## src/rtl/serial_collector.sv

```systemverilog
// Serial-to-parallel receive stage for an LSB-first shifter stream.
// Each word goes out through a valid/ready register, with a frame counter and a sticky overrun flag.
module serial_collector #(
  parameter int SIZE  = 8,
  parameter int CNT_W = 8
) (
  input  logic             clk,
  input  logic             rst_n,
  input  logic             sin,
  input  logic             start,
  output logic [SIZE-1:0]  dout,
  output logic             valid,
  input  logic             ready,
  output logic             busy,
  output logic             overrun,
  input  logic             clr_ovr,
  output logic [CNT_W-1:0] frame_cnt
);

  localparam int BW = $clog2(SIZE);
  localparam logic [BW-1:0] LAST_BIT = BW'(SIZE - 1);

  typedef enum logic [0:0] {IDLE = 1'b0, RECV = 1'b1} state_t;

  state_t           state_r;
  logic [BW-1:0]    bit_cnt_r;
  logic [SIZE-1:0]  shreg_r;
  logic [SIZE-1:0]  dout_r;
  logic             valid_r;
  logic             busy_r;
  logic             overrun_r;
  logic [CNT_W-1:0] frame_cnt_r;

  logic [SIZE-1:0]  word_s;
  logic             done_s;
  logic             drop_s;

  // Word being assembled this edge, completion and drop decisions.
  always_comb begin
    word_s = {sin, shreg_r[SIZE-1:1]};
    if ((state_r == RECV) && (bit_cnt_r == LAST_BIT)) begin
      done_s = 1'b1;
    end else begin
      done_s = 1'b0;
    end
    drop_s = done_s && valid_r && !ready;
  end

  // Receive FSM plus the output register, handshake, counter and overrun flag.
  always_ff @(posedge clk or negedge rst_n) begin
    if (!rst_n) begin
      state_r     <= IDLE;
      bit_cnt_r   <= '0;
      shreg_r     <= '0;
      dout_r      <= '0;
      valid_r     <= 1'b0;
      busy_r      <= 1'b0;
      overrun_r   <= 1'b0;
      frame_cnt_r <= '0;
    end else begin
      case (state_r)
        IDLE: begin
          if (start) begin
            state_r   <= RECV;
            bit_cnt_r <= '0;
            busy_r    <= 1'b1;
          end else begin
            busy_r    <= 1'b0;
          end
        end
        RECV: begin
          if (done_s) begin
            // A start on the completing edge chains straight into the next frame.
            shreg_r   <= word_s;
            bit_cnt_r <= '0;
            state_r   <= start ? RECV : IDLE;
            busy_r    <= start;
          end else if (start) begin
            bit_cnt_r <= '0;
            shreg_r   <= '0;
            busy_r    <= 1'b1;
          end else begin
            shreg_r   <= word_s;
            bit_cnt_r <= bit_cnt_r + BW'(1);
            busy_r    <= 1'b1;
          end
        end
        default: begin
          state_r   <= IDLE;
          bit_cnt_r <= '0;
          busy_r    <= 1'b0;
        end
      endcase

      if (done_s && !drop_s) begin
        dout_r      <= word_s;
        valid_r     <= 1'b1;
        frame_cnt_r <= frame_cnt_r + CNT_W'(1);
      end else if (valid_r && ready) begin
        valid_r     <= 1'b0;
      end

      // A drop on the same edge as a clear must still leave the flag set.
      if (drop_s) begin
        overrun_r <= 1'b1;
      end else if (clr_ovr) begin
        overrun_r <= 1'b0;
      end
    end
  end

  assign dout      = dout_r;
  assign valid     = valid_r;
  assign busy      = busy_r;
  assign overrun   = overrun_r;
  assign frame_cnt = frame_cnt_r;

endmodule

```

## config.mk

```make
export PLATFORM = sky130hd
export DESIGN_NAME = serial_collector
export DESIGN_NICKNAME = d
export VERILOG_FILES = /design/src/rtl/serial_collector.sv
export SDC_FILE = /design/constraint.sdc
export NUM_CORES = 1
export LEC_CHECK = 0
export CORE_MARGIN = 8
export CORE_UTILIZATION = 40
export CTS_CLUSTER_DIAMETER = 60
export DETAILED_ROUTE_END_ITERATION = 10
export MAX_ROUTING_LAYER = met4
export PLACE_DENSITY_LB_ADDON = 0.25
export SYNTH_ARGS = -nofsm -noshare
export SYNTH_HDL_FRONTEND = slang
export SYNTH_SLANG_ARGS = --single-unit
```

## constraint.sdc

```tcl
create_clock -name clk -period 2.7 [get_ports clk]
set_input_delay 0.675 -clock clk [delete_from_list [all_inputs] [get_ports clk]]
set_output_delay 0.675 -clock clk [all_outputs]
set_load 0.01 [all_outputs]
```

==> results.json <==
{
  "outcome": "finished, final reports clean",
  "synth.distinct_cells": 26,
  "postCtsHoldBufs": 0,
  "avgSynthCellArea_um2": 13.26,
  "seqPwrFrac_pct": 54.4,
  "synth-edff-count": 0,
  "tns_ns": 0,
  "vias_per_cell": 5.123,
  "endpoint_kind": "output pin",
  "period_needed_ns": 2.209,
  "yosysTopAreaCell": "dfrtp_1",
  "cts.clk_slew.worst_paths_ns": 0.09,
  "clk_latency_ns": 0.31,
  "grt_pass1_wl_um": 3822,
  "ys_seq_elements": 29,
  "tritoncts": "built",
  "ys.warnings.count": 0,
  "critPathMaxStageDelay_ns": 0.62,
  "fin_util_pct": 51.43,
  "ys_top_cells_by_area": "dfrtp_1 59%, mux2_2 8.3%, o2bb2ai_1 5.0%, xnor2_1 4.3%, nand2_1 3.4%",
  "critical_path_class": "reg -> out",
  "worst-endpoint-required_ns": 2.03,
  "synthFlopType": "dfrtp_1",
  "synthMuxAreaShare_pct": 9.128,
  "cts_made_buffers": 5,
  "synth-xor-area-share_pct": 5.026,
  "initial_core_util_pct": 40.97,
  "drtIter0Drc": 20,
  "crit_fanout": 11,
  "routabilityCongestion": 0.7154,
  "vias": 789,
  "first_pass_iters": 4,
  "clock_skew_ns": 0.002374,
  "num_rows": 20,
  "p_sw_uw": 214.2,
  "cts_max_level": 2,
  "grt_max_degree": 30,
  "synth_seq_area_share_pct": 59.49,
  "grt_pass1_vias": 818,
  "crit_buf_inv": 1,
  "port_buffers": 24,
  "synth_fp_nets": 101,
  "vdd_drop_max_uv": 319.6,
  "holdWs_ns": 0.4689,
  "drive_gt1_share_pct": 17.36,
  "rsz0062_at_grt": "false",
  "synth_top_cell_area_share_pct": 59.49,
  "power_per_cell_area_nw_per_um2": 582.6,
  "synth_top_family_by_area": "simple AND/OR/NAND/NOR gates",
  "clk_path_buf_depth": 2,
  "relSlewSlack_pct": 67.78,
  "finalWirelength_um": 2171,
  "setup_viol": 0,
  "die_x_um": 71.23,
  "hp-class": "reg -> reg",
  "fillers": 272,
  "hpwl_um": 1597,
  "cts.sinks": 29,
  "p_clk_share_pct": 32.8,
  "slew_viol_final": 0,
  "leakage_uw": 0.0006971,
  "cap_violations": 0,
  "cp_slowest_cell": "clkdlybuf4s50_1",
  "clockRootBuffer": "clkbuf_4",
  "diodes": 0,
  "nets": 129,
  "hold_viol": 0,
  "synth_compound_gate_area_share_pct": 6.564,
  "syn_inst": 92,
  "worst_slew_pin_slew_ns": 0.4823,
  "ys_async_sr_fraction_pct": 100.0,
  "path_cells": "clkdlybuf4s50_1",
  "grt-ovfl-total": 0,
  "grt_use_total_pct": 9.689,
  "switching_share_pct": 24.01,
  "synthSimpleGateAreaFrac_pct": 12.21,
  "worstPathArrival_ns": 1.53,
  "boundaryPins": 25,
  "synth_fa_ha_area_share_pct": 3.077,
  "core_um2": 2978,
  "drc": 0,
  "period_share_pct": 81.83,
  "ant_nets": 0,
  "grt_antenna_before_repair": 0,
  "fmax_ghz": 0.4526,
  "cts.repair.resized": 0,
  "dieHeight_um": 71.23,
  "cp_top_family": "buffers and inverters",
  "die_area_um2": 5073,
  "synth_area_um2": 1220,
  "detail_route.wl_per_cell_um": 14.10,
  "syn2layout_area_growth_pct": 25.54,
  "p_comb_share_pct": 12.8,
  "internal_power_uw": 678.0,
  "cts_setup_buffers": 0,
  "worstSetupStartpointType": "register"
}
[per-layer routing]
metal  routed length [µm]  GRT usage [%]
met5                    0              -
met3                  103          3.766
met1                  958          11.07
met2                 1075          14.80
met4                   33          4.157
[cells in the mapped netlist (all sizes together), types with 2 or more instances]
master   instances
nor2b            2
nand2           12
and3             2
nand4            3
o2bb2ai          7
mux2             9
dfrtp           29
inv              2
xnor2            6
nor2             3
buf              4
ha               3
[sequential cells by signal (all words and copies together), names as in the netlist]
name       cells
bit_cnt_r      3
busy           1
dout           8
frame_cnt      8
overrun        1
shreg_r        7
valid          1
[per-stage QoR]
stage	setup WS [ns]	instances	cell area [µm²]	power [µW]
2_1_floorplan	1.093	92	1220	540.0
3_3_place_gp	0.5258	146	1461	605.6
3_5_place_dp	0.5092	146	1461	611.8
4_1_cts	0.4571	154	1531	905.1
5_1_grt	0.3860	154	1531	940.3
6_report	0.4907	154	1531	892.2
[cells by family (layout without fill, tap and decap cells)]
kind of cell	after synthesis	in the layout
simple gates	27	27
flops	29	29
xor+xnor	7	7
buf+inv	6	35
fa+ha+maj	3	3
compound gates	10	10
mux	10	10
[cells in the final DEF, fill, tap and decap left out]
| master | count |
|---|---|
| nor2b_1 | 1 |
| o22ai_1 | 1 |
| o2bb2ai_1 | 7 |
| nand4_1 | 3 |
| dfrtp_1 | 29 |
| a22oi_1 | 1 |
| nand2b_1 | 1 |
| nor2b_4 | 1 |
| ha_1 | 3 |
| clkdlybuf4s50_1 | 24 |
| clkbuf_4 | 5 |
| buf_4 | 1 |
| inv_1 | 2 |
| or2_2 | 1 |
| nand2_4 | 1 |
| xor2_1 | 1 |
| clkinv_2 | 1 |
| xnor2_1 | 6 |
| a21oi_1 | 1 |
| and4_1 | 1 |
| mux2i_1 | 1 |
| clkbuf_8 | 2 |
| and3_1 | 2 |
| mux2_2 | 9 |
| nand3_1 | 1 |
| nand2_1 | 11 |
| nor2_1 | 3 |
| nand3b_1 | 1 |
[final cells by class]
type / instances / area [µm²] / area share, %
sequential: 29 / 725.7 / 47.39
multi-input combinational: 57 / 439.2 / 28.68
timing repair buffer: 25 / 247.7 / 16.18
clock buffer: 7 / 65.06 / 4.248
tap: 33 / 41.29 / 2.696
inverter: 2 / 7.507 / 0.4902
clock inverter: 1 / 5.005 / 0.3268
[final timing paths]
check,from,depth (start not counted),end,slack [ns]
worst max register to register,bit_cnt_r[0],5,frame_cnt[1],0.96
min in group asynchronous,rst_n,2,dout[0],0.73
worst min-delay path,frame_cnt[7],1,frame_cnt[7],0.47
worst min register to register,frame_cnt[7],1,frame_cnt[7],0.47
max in group asynchronous,rst_n,2,frame_cnt[1],1.70
worst max-delay path,busy,1,busy,0.49
[power by group through the flow]
stage | registers [µW] | clock network, µW | logic (µW)
2_1_floorplan | 499 | 0 | 40.8
3_3_place_gp | 493 | 0 | 112
3_5_place_dp | 495 | 0 | 117
4_1_cts | 486 | 302 | 117
5_1_grt | 490 | 324 | 126
6_report | 486 | 292 | 114
(Power assumes the default switching activity.)
